<file path="config.mk">
export PLATFORM = sky130hd
export DESIGN_NAME = bsg_lru_pseudo_tree_tracker_flat
export DESIGN_NICKNAME = d
export VERILOG_FILES = /design/src/rtl/bsg_lru_pkg.sv /design/src/rtl/bsg_lru_pseudo_tree_tracker_if.sv /design/src/rtl/bsg_lru_pseudo_tree_select.sv /design/src/rtl/bsg_lru_pseudo_tree_tracker.sv /design/src/flat_wrapper.sv
export SDC_FILE = /design/constraint.sdc
export NUM_CORES = 1
export LEC_CHECK = 0
export ABC_AREA = 1
export BUFFER_PORTS_ARGS = -buffer_cell sky130_fd_sc_hd__buf_2
export CAP_MARGIN = 20
export CORE_AREA = 2 2 98 100
export CTS_BUF_LIST = sky130_fd_sc_hd__clkbuf_4 sky130_fd_sc_hd__clkbuf_8 sky130_fd_sc_hd__clkbuf_16
export DETAILED_ROUTE_END_ITERATION = 10
export DIE_AREA = 0 0 100 102
export PLACE_DENSITY = 0.65
export SLEW_MARGIN = 25
export SYNTH_ARGS = -nofsm -noshare
export SYNTH_HDL_FRONTEND = slang
export SYNTH_SLANG_ARGS = --single-unit
</file>
<file path="constraint.sdc">
create_clock -name clk_i -period 15.7 [get_ports clk_i]
set_input_delay 1.57 -clock clk_i [delete_from_list [all_inputs] [get_ports clk_i]]
set_output_delay 1.57 -clock clk_i [all_outputs]
set_load 0.02 [all_outputs]
</file>
<file path="src/rtl/bsg_lru_pkg.sv">
// Shared types and heap-index helpers for the tree pseudo-LRU tracker.
// Heap order: node 0 is the root, children of n are 2n+1 (lower) and 2n+2 (upper).
package bsg_lru_pkg;

    typedef enum logic {
        INIT  = 1'b0,
        READY = 1'b1
    } lru_state_e;

    function automatic int lru_parent(input int node);
        return (node - 1) / 2;
    endfunction

    function automatic int lru_child(input int node, input logic upper);
        return upper ? (2 * node + 2) : (2 * node + 1);
    endfunction

    // Leaves sit after the ways-1 internal nodes, in way order.
    function automatic int lru_leaf_node(input int ways, input int way);
        return ways - 1 + way;
    endfunction

endpackage

</file>
<file path="src/rtl/bsg_lru_pseudo_tree_tracker_if.sv">
// Cache-side bundle for the PLRU tracker: clear, hit touch, victim request and response.
interface bsg_lru_pseudo_tree_tracker_if #(
    parameter int ways_p = 8,
    parameter int sets_p = 4
);
    localparam int lg_ways_lp = $clog2(ways_p);
    localparam int lg_sets_lp = $clog2(sets_p);

    logic                  clear_i;
    logic                  ready_o;
    logic                  touch_v_i;
    logic [lg_sets_lp-1:0] touch_set_i;
    logic [lg_ways_lp-1:0] touch_way_i;
    logic                  victim_v_i;
    logic [lg_sets_lp-1:0] victim_set_i;
    logic                  victim_alloc_i;
    logic [ways_p-1:0]     way_lock_i;
    logic                  victim_v_o;
    logic [lg_ways_lp-1:0] victim_way_o;
    logic                  victim_none_o;

    modport master (
        output clear_i, touch_v_i, touch_set_i, touch_way_i,
               victim_v_i, victim_set_i, victim_alloc_i, way_lock_i,
        input  ready_o, victim_v_o, victim_way_o, victim_none_o
    );

    modport slave (
        input  clear_i, touch_v_i, touch_set_i, touch_way_i,
               victim_v_i, victim_set_i, victim_alloc_i, way_lock_i,
        output ready_o, victim_v_o, victim_way_o, victim_none_o
    );

endinterface

</file>
<file path="src/rtl/bsg_lru_pseudo_tree_select.sv">
// Combinational lock-aware victim walk over one set's PLRU node bits.
// A node bit of 1 points at the upper subtree; a fully locked subtree is skipped.
module bsg_lru_pseudo_tree_select
    import bsg_lru_pkg::*;
#(
    parameter  int ways_p     = 8,
    localparam int lg_ways_lp = $clog2(ways_p),
    localparam int nodes_lp   = ways_p - 1
) (
    input  logic [nodes_lp-1:0]   nodes_i,
    input  logic [ways_p-1:0]     lock_i,
    output logic [lg_ways_lp-1:0] way_o,
    output logic                  none_o
);

    function automatic logic [lg_ways_lp:0] walk(input logic [nodes_lp-1:0] nodes,
                                                 input logic [ways_p-1:0]   lock);
        int               node = 0;
        int               lo   = 0;
        int               span = ways_p;
        logic [ways_p-1:0] half_mask;
        logic             lower_locked;
        logic             upper_locked;
        logic             go_upper;
        for (int lvl = 0; lvl < lg_ways_lp; lvl++) begin
            span         = span / 2;
            half_mask    = (ways_p'(1) << span) - ways_p'(1);
            lower_locked = ((lock >> lo) & half_mask) == half_mask;
            upper_locked = ((lock >> (lo + span)) & half_mask) == half_mask;
            go_upper     = (|(nodes & (nodes_lp'(1) << node))) ? !upper_locked : lower_locked;
            if (go_upper) lo = lo + span;
            node = lru_child(node, go_upper);
        end
        if (&lock) return {1'b1, {lg_ways_lp{1'b0}}};
        return {1'b0, lg_ways_lp'(lo)};
    endfunction

    always_comb begin
        {none_o, way_o} = walk(nodes_i, lock_i);
    end

endmodule

</file>
<file path="src/rtl/bsg_lru_pseudo_tree_tracker.sv">
// Per-set tree pseudo-LRU state with hit touches, lock-aware victim selection,
// optional allocate-and-touch, same-cycle touch bypass and a set-by-set clear sweep.
module bsg_lru_pseudo_tree_tracker
    import bsg_lru_pkg::*;
#(
    parameter int ways_p = 8,
    parameter int sets_p = 4
) (
    input logic                          clk_i,
    input logic                          reset_n_i,
    bsg_lru_pseudo_tree_tracker_if.slave bus
);

    localparam int lg_ways_lp = $clog2(ways_p);
    localparam int lg_sets_lp = $clog2(sets_p);
    localparam int nodes_lp   = ways_p - 1;

    typedef logic [nodes_lp-1:0] row_t;

    // Every node on the way's path is made to point away from that way.
    function automatic row_t touch_row(input row_t row, input logic [lg_ways_lp-1:0] way);
        row_t result = row;
        int   node   = lru_leaf_node(ways_p, int'(way));
        int   parent;
        row_t mask;
        for (int lvl = 0; lvl < lg_ways_lp; lvl++) begin
            parent = lru_parent(node);
            mask   = row_t'(1) << parent;
            if (node == lru_child(parent, 1'b0)) result = result | mask;
            else                                 result = result & ~mask;
            node = parent;
        end
        return result;
    endfunction

    lru_state_e            state_r, state_n;
    logic [lg_sets_lp-1:0] init_cnt_r, init_cnt_n;
    row_t                  plru_r [sets_p];

    logic                  accept_touch, accept_victim, do_alloc;
    row_t                  touched_row, victim_base, alloc_row;
    logic [lg_ways_lp-1:0] sel_way;
    logic                  sel_none;

    assign bus.ready_o   = (state_r == READY) && !bus.clear_i;
    assign accept_touch  = bus.ready_o && bus.touch_v_i;
    assign accept_victim = bus.ready_o && bus.victim_v_i;

    // The victim walk sees the external touch first when both hit the same set.
    assign touched_row = touch_row(plru_r[bus.touch_set_i], bus.touch_way_i);
    assign victim_base = (accept_touch && (bus.touch_set_i == bus.victim_set_i))
                         ? touched_row : plru_r[bus.victim_set_i];

    bsg_lru_pseudo_tree_select #(.ways_p(ways_p)) select (
        .nodes_i (victim_base),
        .lock_i  (bus.way_lock_i),
        .way_o   (sel_way),
        .none_o  (sel_none)
    );

    assign alloc_row = touch_row(victim_base, sel_way);
    assign do_alloc  = accept_victim && bus.victim_alloc_i && !sel_none;

    // NOTE: state registers use non-blocking assignments so every flop samples
    // pre-edge values; blocking here would create order-dependent simulation races.
    always_ff @(posedge clk_i) begin
        if (!reset_n_i) begin
            state_r    <= INIT;
            init_cnt_r <= '0;
        end else begin
            state_r    <= state_n;
            init_cnt_r <= init_cnt_n;
        end
    end

    // NOTE: every output of this block gets a default first, so no path leaves
    // a signal unassigned and no latch is inferred.
    always_comb begin
        state_n    = state_r;
        init_cnt_n = init_cnt_r;
        case (state_r)
            INIT: begin
                if (bus.clear_i) begin
                    init_cnt_n = '0;
                end else if (init_cnt_r == lg_sets_lp'(sets_p - 1)) begin
                    state_n    = READY;
                    init_cnt_n = '0;
                end else begin
                    init_cnt_n = init_cnt_r + lg_sets_lp'(1);
                end
            end
            READY: begin
                if (bus.clear_i) begin
                    state_n    = INIT;
                    init_cnt_n = '0;
                end
            end
            default: begin
                state_n    = INIT;
                init_cnt_n = '0;
            end
        endcase
    end

    // NOTE: the node array has no reset term; the INIT sweep that follows
    // every reset clears it one set per cycle, keeping it a plain register file.
    always_ff @(posedge clk_i) begin
        if (state_r == INIT) begin
            plru_r[init_cnt_r] <= '0;
        end else begin
            if (accept_touch) plru_r[bus.touch_set_i]  <= touched_row;
            if (do_alloc)     plru_r[bus.victim_set_i] <= alloc_row;
        end
    end

    always_ff @(posedge clk_i) begin
        if (!reset_n_i) begin
            bus.victim_v_o    <= 1'b0;
            bus.victim_way_o  <= '0;
            bus.victim_none_o <= 1'b0;
        end else begin
            bus.victim_v_o <= accept_victim;
            if (accept_victim) begin
                bus.victim_way_o  <= sel_way;
                bus.victim_none_o <= sel_none;
            end
        end
    end

endmodule
</file>
<file path="src/flat_wrapper.sv">
// flat-port wrapper written by rule: the top's interface ports become plain ports
module bsg_lru_pseudo_tree_tracker_flat import bsg_lru_pkg::*;
#(
    parameter int ways_p = 8,
    parameter int sets_p = 4
)
  (clk_i, reset_n_i, bus_clear_i, bus_touch_v_i, bus_touch_set_i, bus_touch_way_i, bus_victim_v_i, bus_victim_set_i, bus_victim_alloc_i, bus_way_lock_i, bus_ready_o, bus_victim_v_o, bus_victim_way_o, bus_victim_none_o);
  bsg_lru_pseudo_tree_tracker_if #(.ways_p(ways_p), .sets_p(sets_p)) bus_i ();
  input logic clk_i;
  input logic reset_n_i;
  input wire logic [$bits(bus_i.clear_i)-1:0] bus_clear_i;
  input wire logic [$bits(bus_i.touch_v_i)-1:0] bus_touch_v_i;
  input wire logic [$bits(bus_i.touch_set_i)-1:0] bus_touch_set_i;
  input wire logic [$bits(bus_i.touch_way_i)-1:0] bus_touch_way_i;
  input wire logic [$bits(bus_i.victim_v_i)-1:0] bus_victim_v_i;
  input wire logic [$bits(bus_i.victim_set_i)-1:0] bus_victim_set_i;
  input wire logic [$bits(bus_i.victim_alloc_i)-1:0] bus_victim_alloc_i;
  input wire logic [$bits(bus_i.way_lock_i)-1:0] bus_way_lock_i;
  output wire logic [$bits(bus_i.ready_o)-1:0] bus_ready_o;
  output wire logic [$bits(bus_i.victim_v_o)-1:0] bus_victim_v_o;
  output wire logic [$bits(bus_i.victim_way_o)-1:0] bus_victim_way_o;
  output wire logic [$bits(bus_i.victim_none_o)-1:0] bus_victim_none_o;
  assign bus_i.clear_i = bus_clear_i;
  assign bus_i.touch_v_i = bus_touch_v_i;
  assign bus_i.touch_set_i = bus_touch_set_i;
  assign bus_i.touch_way_i = bus_touch_way_i;
  assign bus_i.victim_v_i = bus_victim_v_i;
  assign bus_i.victim_set_i = bus_victim_set_i;
  assign bus_i.victim_alloc_i = bus_victim_alloc_i;
  assign bus_i.way_lock_i = bus_way_lock_i;
  assign bus_ready_o = bus_i.ready_o;
  assign bus_victim_v_o = bus_i.victim_v_o;
  assign bus_victim_way_o = bus_i.victim_way_o;
  assign bus_victim_none_o = bus_i.victim_none_o;
  bsg_lru_pseudo_tree_tracker #(.ways_p(ways_p), .sets_p(sets_p)) u_core (.clk_i(clk_i), .reset_n_i(reset_n_i), .bus(bus_i));
endmodule
</file>
==> flow_summary_export.csv <==
group,metric,value,unit
floorplan,die_y,102,um
floorplan,initial_core_util,0.477,
synthesis,synthFlopType,"edfxtp_1",
layout,fill_cells,925,
sta,clock_skew,0.00339,ns
grt,grt_pass1_vias,4277,
power_and_ir_drop,power_density,79.7,nW/um2
clock_tree,cts_inserted_buffers,5,
routing,drt-total-wl,11.7,mm
synthesis,ys_seq_area_frac,0.230,
place,numPlacedInstances,835,
sta,max-slew-margin-rel,0.454,
critical_path,crit_path_start,"bus_touch_way_i[0]",
clock_tree,clkSlewWorstSetupHoldPaths,0.07,ns
sta,fin_tns_setup,0,ns
routing,detail-route-antenna-nets,0,
layout,drive_above_1_share,0.164,
layout,diodes,0,
routing,dr_total_vias,4559,
critical_path,critPathMostFrequentCell,"nand2_1",
min_path,hp-class,"reg -> reg",
min_path,holdCritStartpoint,"u_core.init_cnt_r[1]",
critical_path,cp-end-kind,"register",
layout,stdcell_count,842,
clock_tree,clk_latency,0.28,ns
power_and_ir_drop,vdd_ir_drop_max,0.0634,mV
floorplan,row_count,35,
place,port_buffers,26,
sta,period_minus_slack,9.90,ns
sta,min_period_over_period,0.631,
critical_path,cp_top_family,"simple AND/OR/NAND/NOR gates",
clock_tree,htree_levels,2,
critical_path,slowest_delay,0.38,ns
layout,nNetsFinal,769,
sta,tightestPinTransition,0.815,ns
layout,syn_to_final_growth,7.59,%
sta,hold_viol_final,0,
critical_path,r2r_start,"u_core.state_r",
synthesis,async_reset_ff_frac,0,
grt,track_usage,0.239,
clock_tree,cts_hold_buffers,0,
synthesis,synth_top_area_frac,0.199,
synthesis,synth_edf_count,28,
place,hpwl,9.58,mm
job,cap_viol_max_count,0,
synthesis,syn_avg_cell_area,6.20,um2
grt,antenna_found_initial,0,
critical_path,reg2reg_depth,37,
critical_path,start_kind,"input pin",
sta,rsz0062_at_grt,"false",
synthesis,synth_nets,739,
clock_tree,postCtsSetupRepairBufs,0,
clock_tree,clock-root-buffer,"clkbuf_8",
grt,grt_pass1_wl,19.7,mm
place,routabilityCongestion,0.881,
routing,drc,0,
critical_path,arrival,9.94,ns
routing,avgRoutedWirePerCell,13.9,um
grt,grt-ovfl-total,0,
critical_path,cp_slowest_cell,"ha_1",
clock_tree,cts_resized,0,
floorplan,num_io_pins,27,
clock_tree,clock-sinks,36,
floorplan,coreArea,9110,um2
clock_tree,cts_buffer_depth,2,
synthesis,synthTopCellsByCount,"231 x nand2_1, 76 x inv_1, 61 x nor2_1",
sta,max_freq,101,MHz
routing,drt-initial-drc-count,295,
critical_path,critical_path_class,"in -> reg",
critical_path,crit_buf_inv,10,
critical_path,crit_fanout,8,
sta,slew_violations,0,
sta,finalSetupViolCount,0,
synthesis,synth_warnings,0,
synthesis,syn_area,4350,um2
routing,drt-vias-per-instance,5.41,
synthesis,synthMostInstantiatedCell,"nand2_1",
power_and_ir_drop,power_leakage,0.00234,uW
routing,dr.pass1.iters,5,
synthesis,yosys.area.top_type,"nand2_1",
min_path,whs_path_depth,2,
clock_tree,cts_tree,"done",
run_status,run_status,"complete, no violations",
floorplan,dieWidth,100,um
critical_path,crit_cells,61,
synthesis,ys_seq_elements,36,
synthesis,netlist_instances,701,
floorplan,die-area,10200,um2
critical_path,crit_required,15.74,ns
grt,grt_max_degree,17,
synthesis,synth.area.top_cells,"nand2_1 20%, edfxtp_1 19%, nand3_1 6.9%",
power_and_ir_drop,total_power,373,uW
synthesis,ys_types,38,
per-stage QoR:
stage | setup WS (ns) | hold WS (ns) | utilization | area [um2]
final | 5.80 | 0.476 | 0.514 | 4680
after detailed placement | 5.54 | 0.468 | 0.505 | 4600
after floorplan | 6.70 | 0.451 | - | 4350
after global placement | 5.94 | 0.467 | 0.505 | 4600
after global routing | 4.77 | 0.506 | 0.514 | 4680
after CTS | 5.82 | 0.477 | 0.514 | 4680
cells by family (layout without fill, tap and decap cells):
logic type               count (synthesis)  after routing  synth area share
AO/OA/AOI/OAI                           92             92             0.123
flip-flops                              36             36             0.230
buffers and inverters                   99            129            0.0872
AND/OR/NAND/NOR                        444            444             0.484
adder cells (fa/ha/maj)                 17             17            0.0489
other                                    1              1          0.000862
multiplexers                             4              4            0.0104
XOR/XNOR                                 8              8            0.0161
metal layers:
metal / track usage / wire length [um]
met1: 0.300 / 5080
met2: 0.443 / 5900
met3: 0.0267 / 588
met4: 0.0548 / 154
met5: 0 / 0
worst paths after layout:
path	slack (ns)	to
min	0.48	u_core.init_cnt_r[1]
max reg2reg	10.30	u_core.plru_r[1][2]
min reg2reg	0.48	u_core.init_cnt_r[1]
max	5.80	u_core.plru_r[1][2]
registers in the layout, indices dropped and copies added, names as in the netlist:
name,flops
u_core.state_r,1
u_core.bus.victim_v_o,1
u_core.bus.victim_way_o,3
u_core.plru_r,28
u_core.bus.victim_none_o,1
u_core.init_cnt_r,2
worst reg2reg max path: cells and delay by family (launching register included):
family	cells	cell delay, ns
adder cells (fa/ha/maj)	4	0.65
buffers and inverters	7	0.73
flip-flops	1	0.35
AND/OR/NAND/NOR	26	3.45
where the power goes:
part	leakage [uW]	total (uW)	switching [uW]	internal [uW]
clock	0.0000391	59.3	30.0	29.2
sequential	0.000347	107	1.89	105
combinational	0.00196	207	140	66.8
total	0.00234	373	172	201
cell usage in the layout (no fill, tap or decap), types with 11 or more instances in the layout:
cell        n
a21oi_1    14
buf_2      26
edfxtp_1   28
ha_1       17
inv_1      76
inv_2      16
nand2_1   231
nand2_2    26
nand3_1    60
nand3_2    15
nand4_1    14
nor2_1     61
nor3_1     11
o21ai_0    47
final cells by class:
cell class | instances | area [um2] | area share
Tap cell | 111 | 139 | 0.0297
Clock buffer | 5 | 68.8 | 0.0147
Timing Repair Buffer | 27 | 138 | 0.0294
Clock inverter | 2 | 7.51 | 0.00160
Multi-Input combinational cell | 566 | 2970 | 0.634
Sequential cell | 36 | 1000 | 0.214
Inverter | 95 | 357 | 0.0762
Note: power is estimated with default switching activity, not from simulation.
